[src/rtl/regfile_pkg.sv]
// Shared types for the register-file client: FSM states and the queued command record.
package regfile_pkg;

  localparam int REGFILE_WORDSIZE = 64;
  localparam int REGFILE_SIZE     = 32;
  localparam int REGFILE_ADDR_W   = $clog2(REGFILE_SIZE);

  typedef enum logic [1:0] {
    IDLE = 2'd0,
    EXEC = 2'd1,
    RESP = 2'd2
  } regfile_state_e;

  typedef struct packed {
    logic                        write;
    logic [REGFILE_ADDR_W-1:0]   waddr;
    logic [REGFILE_WORDSIZE-1:0] wdata;
    logic [REGFILE_ADDR_W-1:0]   raddr_a;
    logic [REGFILE_ADDR_W-1:0]   raddr_b;
  } regfile_cmd_t;

  function automatic logic is_zero_addr(input logic [REGFILE_ADDR_W-1:0] addr);
    return addr == '0;
  endfunction

endpackage

[src/rtl/regfile_cmd_fifo.sv]
// Synchronous command FIFO; pointers carry an extra wrap bit so full/empty come
// straight from a pointer compare.
module regfile_cmd_fifo
  import regfile_pkg::*;
#(
  parameter int DEPTH = 4
) (
  input  logic         clk,
  input  logic         reset,
  input  logic         push,
  input  regfile_cmd_t push_data,
  input  logic         pop,
  output regfile_cmd_t head,
  output logic         full,
  output logic         empty
);

  localparam int IDX_W = $clog2(DEPTH);

  regfile_cmd_t     mem [DEPTH];
  logic [IDX_W:0]   wr_ptr_reg;
  logic [IDX_W:0]   rd_ptr_reg;
  logic             do_push;
  logic             do_pop;

  assign empty   = (wr_ptr_reg == rd_ptr_reg);
  assign full    = (wr_ptr_reg[IDX_W] != rd_ptr_reg[IDX_W]) &&
                   (wr_ptr_reg[IDX_W-1:0] == rd_ptr_reg[IDX_W-1:0]);
  assign do_push = push && !full;
  assign do_pop  = pop && !empty;
  assign head    = mem[rd_ptr_reg[IDX_W-1:0]];

  always_ff @(posedge clk) begin
    if (reset) begin
      wr_ptr_reg <= '0;
      rd_ptr_reg <= '0;
    end else begin
      if (do_push) begin
        mem[wr_ptr_reg[IDX_W-1:0]] <= push_data;
        wr_ptr_reg <= wr_ptr_reg + (IDX_W+1)'(1);
      end
      if (do_pop) begin
        rd_ptr_reg <= rd_ptr_reg + (IDX_W+1)'(1);
      end
    end
  end

endmodule

[src/rtl/regfile_client.sv]
// Initiator for the register_file ports: queues commands and executes them strictly in order.
// Optional REGFILE_CLIENT_X0_ZERO_EN makes address 0 a hardwired zero register.
module regfile_client
  import regfile_pkg::*;
#(
  parameter int WORDSIZE  = REGFILE_WORDSIZE,
  parameter int SIZE      = REGFILE_SIZE,
  parameter int ADDR_W    = $clog2(SIZE),
  parameter int CMD_DEPTH = 4
) (
  input  logic                clk,
  input  logic                reset,
  input  logic                cmd_valid,
  output logic                cmd_ready,
  input  logic                cmd_write,
  input  logic [ADDR_W-1:0]   cmd_waddr,
  input  logic [WORDSIZE-1:0] cmd_wdata,
  input  logic [ADDR_W-1:0]   cmd_raddr_a,
  input  logic [ADDR_W-1:0]   cmd_raddr_b,
  output logic                rsp_valid,
  input  logic                rsp_ready,
  output logic [WORDSIZE-1:0] rsp_data_a,
  output logic [WORDSIZE-1:0] rsp_data_b,
  output logic                write_en,
  output logic [ADDR_W-1:0]   write_addr,
  output logic [WORDSIZE-1:0] write_data,
  output logic [ADDR_W-1:0]   addr_a,
  input  logic [WORDSIZE-1:0] data_a,
  output logic [ADDR_W-1:0]   addr_b,
  input  logic [WORDSIZE-1:0] data_b,
  output logic                busy
);

  regfile_state_e      state_reg, state_next;
  regfile_cmd_t        cmd_in;
  regfile_cmd_t        fifo_head;
  logic                fifo_full, fifo_empty, fifo_pop, fifo_push;

  logic                op_write_reg;
  logic [ADDR_W-1:0]   waddr_reg, raddr_a_reg, raddr_b_reg;
  logic [WORDSIZE-1:0] wdata_reg;
  logic                rsp_valid_reg;
  logic [WORDSIZE-1:0] rsp_a_reg, rsp_b_reg;
  logic                waddr_zero, raddr_a_zero, raddr_b_zero;

  always_comb begin
    cmd_in         = '0;
    cmd_in.write   = cmd_write;
    cmd_in.waddr   = cmd_waddr;
    cmd_in.wdata   = cmd_wdata;
    cmd_in.raddr_a = cmd_raddr_a;
    cmd_in.raddr_b = cmd_raddr_b;
  end

  // Reset gates ready combinationally so nothing is accepted on the reset edge.
  assign cmd_ready = !fifo_full && !reset;
  assign fifo_push = cmd_valid && cmd_ready;

  regfile_cmd_fifo #(
    .DEPTH(CMD_DEPTH)
  ) u_cmd_fifo (
    .clk      (clk),
    .reset    (reset),
    .push     (fifo_push),
    .push_data(cmd_in),
    .pop      (fifo_pop),
    .head     (fifo_head),
    .full     (fifo_full),
    .empty    (fifo_empty)
  );

`ifdef REGFILE_CLIENT_X0_ZERO_EN
  assign waddr_zero   = is_zero_addr(waddr_reg);
  assign raddr_a_zero = is_zero_addr(raddr_a_reg);
  assign raddr_b_zero = is_zero_addr(raddr_b_reg);
`else
  assign waddr_zero   = 1'b0;
  assign raddr_a_zero = 1'b0;
  assign raddr_b_zero = 1'b0;
`endif

  always_comb begin
    state_next = state_reg;
    fifo_pop   = 1'b0;
    case (state_reg)
      IDLE: begin
        if (!fifo_empty) begin
          fifo_pop   = 1'b1;
          state_next = EXEC;
        end
      end
      EXEC:    state_next = op_write_reg ? IDLE : RESP;
      RESP:    if (rsp_ready) state_next = IDLE;
      default: state_next = IDLE;
    endcase
  end

  // Write and read fields load separately so unused ports keep their last value.
  always_ff @(posedge clk) begin
    if (reset) begin
      state_reg     <= IDLE;
      op_write_reg  <= 1'b0;
      waddr_reg     <= '0;
      wdata_reg     <= '0;
      raddr_a_reg   <= '0;
      raddr_b_reg   <= '0;
      rsp_valid_reg <= 1'b0;
      rsp_a_reg     <= '0;
      rsp_b_reg     <= '0;
    end else begin
      state_reg <= state_next;
      if (fifo_pop) begin
        op_write_reg <= fifo_head.write;
        if (fifo_head.write) begin
          waddr_reg <= fifo_head.waddr;
          wdata_reg <= fifo_head.wdata;
        end else begin
          raddr_a_reg <= fifo_head.raddr_a;
          raddr_b_reg <= fifo_head.raddr_b;
        end
      end
      if (state_reg == EXEC && !op_write_reg) begin
        rsp_valid_reg <= 1'b1;
        rsp_a_reg     <= raddr_a_zero ? '0 : data_a;
        rsp_b_reg     <= raddr_b_zero ? '0 : data_b;
      end else if (state_reg == RESP && rsp_ready) begin
        rsp_valid_reg <= 1'b0;
      end
    end
  end

  assign write_en   = (state_reg == EXEC) && op_write_reg && !waddr_zero;
  assign write_addr = waddr_reg;
  assign write_data = wdata_reg;
  assign addr_a     = raddr_a_reg;
  assign addr_b     = raddr_b_reg;
  assign rsp_valid  = rsp_valid_reg;
  assign rsp_data_a = rsp_a_reg;
  assign rsp_data_b = rsp_b_reg;
  assign busy       = !fifo_empty || (state_reg != IDLE);

endmodule

[config.mk]
export PLATFORM = sky130hd
export DESIGN_NAME = regfile_client
export DESIGN_NICKNAME = d
export VERILOG_FILES = /design/src/rtl/regfile_pkg.sv /design/src/rtl/regfile_cmd_fifo.sv /design/src/rtl/regfile_client.sv
export SDC_FILE = /design/constraint.sdc
export NUM_CORES = 1
export LEC_CHECK = 0
export CAP_MARGIN = 30
export CORE_UTILIZATION = 43
export CTS_CLUSTER_DIAMETER = 150
export CTS_CLUSTER_SIZE = 30
export DETAILED_ROUTE_END_ITERATION = 16
export GPL_TIMING_DRIVEN = 0
export PLACE_DENSITY = 0.67
export SETUP_SLACK_MARGIN = 0.3
export SLEW_MARGIN = 20
export SYNTH_ARGS = -nofsm -noshare
export SYNTH_HDL_FRONTEND = slang
export SYNTH_SLANG_ARGS = --single-unit
[constraint.sdc]
create_clock -name clk -period 5 [get_ports clk]
set_input_delay 0.5 -clock clk [delete_from_list [all_inputs] [get_ports clk]]
set_output_delay 0.5 -clock clk [all_outputs]
set_load 0.02 [all_outputs]
==> out/qor.log <==
qor: outcome.status completed
qor: routing.drc_errors 0
qor: routing.drt-total-wl 51,100 um
qor: synth.ys_ff_latch 539
qor: routing.wl_per_cell 21.0 um
qor: timing.clock_period_minus_final_worst_setup_slack 3.71 ns
qor: floorplan.floorplan.die.width 214 um
qor: timing.worst_pin_slew 0.797 ns
qor: power_and_ir_drop.max-vdd-ir-drop 0.000291 V
qor: job.max_cap_violations 0
qor: timing.rsz0062_at_grt no
qor: layout.multiInputGateArea 4900 um2
qor: layout.syn_to_final_growth 29.9%
qor: routing.route.antenna.remaining_nets 0
qor: layout.ff_latch_area 14,000 um2
qor: critical_path.critPathLaunchType primary input
qor: layout.fillerInstances 3,625
qor: synth.predominant_post_synthesis_flop_cell edfxtp_1
qor: floorplan.fp-row-count 77
qor: power_and_ir_drop.power_total 11.8 mW
qor: critical_path.critPathArrivalTime 3.21 ns
qor: global_route.via_count_of_the_first_global_routing_pass 12,426
qor: place.placement.cell_area 24,500 um2
qor: layout.finish.net_count 2,044
qor: cts.post_cts_buffers 0
qor: timing.maxSlewViolCount 0
qor: critical_path.reg2reg_setup_slack 2.51 ns
qor: routing.via_to_cell_ratio 5.01
qor: floorplan.design.core.area 44,200 um2
qor: critical_path.timing.setup.critical_path_class in2out
qor: routing.drt_iter0_markers 615
qor: synth.asyncSetResetFlopFracSynth 0%
qor: synth.yosys_warnings 0
qor: global_route.grt_remaining_overflow 0
qor: synth.syn_nets 1,590
qor: cts.source_to_sink_clock_delay_at_the_later_pin_of_the_worst_skew_pair 0.58 ns
qor: synth.syn-mean-instance-area 14.1 um2
qor: critical_path.critPathCaptureType output pin
qor: global_route.maximum_number_of_pins_on_one_net_before_global_route_repair 38
qor: layout.final_cell_area 25,100 um2
qor: floorplan.die_height 214 um
qor: critical_path.timing.critical_path.fanout_max 10
qor: floorplan.ioPinCount 423
qor: timing.post-route-period-util 74.2%
qor: global_route.grt_pass1_wl 73,800 um
qor: cts.cts_max_level 1
qor: cts.post_cts_resized 0
qor: cts.clkSinkCount 539
qor: synth.synth_enable_flop_cells 320
qor: power_and_ir_drop.cellPowerDensity 470 nW/um2
qor: synth.yosys.area.top_type edfxtp_1
qor: timing.finClkSkew 0.0269 ns
qor: synth.synth_cells 1,373
qor: timing.fmax 269 MHz
qor: timing.timing.final.setup_violations 0
qor: timing.maxSlewHeadroom 46.9%
qor: routing.drt_pass1_iterations 5
qor: cts.cts-root-buf clkbuf_16
qor: critical_path.worstPathRequired 4.50 ns
qor: synth.synth_sequential_area_ratio 72.5%
qor: synth.netlist.area_leader.share 49.8%
qor: timing.fin_worst_hold_slack 0.460 ns
qor: layout.number_of_flip_flops_in_the_largest_register 320
qor: routing.vias 12,206
qor: floorplan.design.die.area 45,700 um2
qor: cts.cts_buffer_depth 3
qor: place.io_buffer_count 422
qor: cts.number_of_buffers_added_to_fix_hold_violations_after_cts 0
qor: cts.numCtsBuffers 21
qor: layout.final_layout_size_suffix_gt1_share 9.67%
qor: power_and_ir_drop.power_leakage 8.11 nW
qor: synth.synthDistinctLibCells 34
qor: cts.cts.clk_slew.worst_paths 0.11 ns
qor: global_route.gr-usage-all-layers 21.9%
qor: global_route.grt_antenna_before_repair 10
qor: synth.area_contributors_post_synth edfxtp_1 (50%), dfxtp_1 (23%), mux4_2 (9.3%)
qor: floorplan.floorplan.initialDensity 43.6%
qor: min_path.hold_path.class reg2reg
qor: place.dp_hpwl 37,000 um
qor: place.routabilityCongestion 0.863
qor: cts.cts_tree done
qor: synth.syn-cell-area 19,300 um2
qor: timing.tns 0 ns
qor: timing.finalHoldViolCount 0
worst max-delay path, stage by stage:
cell             delay (ns)
clkdlybuf4s50_1        0.62
clkbuf_1               0.64
clkbuf_1               0.66
a21oi_1                0.09
clkdlybuf4s50_1        0.69
cell usage in the layout (no fill, tap or decap), types with 5 or more instances in the layout:
cell type,count
clkdlybuf4s50_1,422
mux4_2,80
ha_1,5
buf_2,32
nand2_1,384
nor2_1,24
a21oi_1,191
buf_12,8
edfxtp_1,320
clkbuf_16,21
a21oi_2,10
dfxtp_1,219
nand2_2,10
mux2i_1,12
clkbuf_1,64
metal layers:
layer	wire length [um]	GRT usage [%]	part of all wire [%]	up-vias
met2	26300	39.9	51	346
met5	52	0	0.10	-
met3	3920	5.79	7.7	76
met4	1420	6.18	2.8	8
li1	-	-	-	5795
met1	19500	25.1	38	5981
path summary, 6_finish.rpt:
path	start	endpoint	cells past startpoint
max	reset	cmd_ready	5
max reg2reg	u_cmd_fifo.wr_ptr_reg[1]$_SDFFE_PP0P_	u_cmd_fifo.mem[2][52]$_DFFE_PP_	5
min	rsp_data_a[50]$_SDFFE_PP0P_	rsp_data_a[50]$_SDFFE_PP0P_	2
min reg2reg	rsp_data_a[50]$_SDFFE_PP0P_	rsp_data_a[50]$_SDFFE_PP0P_	2
logic make-up (layout without fill, tap and decap cells):
group / Yosys count / count (layout) / share of synthesized area (%)
adder cells (fa/ha/maj): 5 / 5 / 0.324
flip-flops: 539 / 539 / 72.5
buffers and inverters: 89 / 557 / 2.16
multiplexers: 92 / 92 / 9.96
AO/OA/AOI/OAI: 210 / 210 / 5.88
XOR/XNOR: 10 / 10 / 0.532
other: 0 / 4 / 0
AND/OR/NAND/NOR: 428 / 428 / 8.61
stage by stage:
step                cells  util, %  setup WS [ns]
floorplan            1373        -           1.58
global placement     2387     54.9         -0.341
detailed placement   2396     55.3           1.26
CTS                  2433     56.7           1.26
global route         2434     56.7           1.14
finish               2437     56.7           1.29
cells in the mapped netlist, types with 4 or more instances:
cell,n
nor2_1,24
nand2_2,10
nand2_1,384
ha_1,5
edfxtp_1,320
and2_1,4
xnor2_1,4
dfxtp_1,219
clkbuf_1,49
mux2i_1,12
buf_2,32
a21oi_1,191
a21oi_2,10
xor2_1,4
mux4_2,80
area by class of cell:
class	instances	share of cell area, %
clock buffers	36	2.32
repair buffers	431	17.6
well taps	592	2.95
inverters	3	0.0449
plain buffers	86	1.62
diodes	4	0.0399
multi-input cells	745	19.6
flip-flops and latches	539	55.8
clock inverters	1	0.0699
report_power, final:
part / internal, mW / switching [mW] / total, mW
Clock: 0.835 / 1.30 / 2.14
Combinational: 1.80 / 2.30 / 4.10
Sequential: 5.25 / 0.299 / 5.55
Total: 7.88 / 3.90 / 11.8
Power figures use the tool's default switching activity.
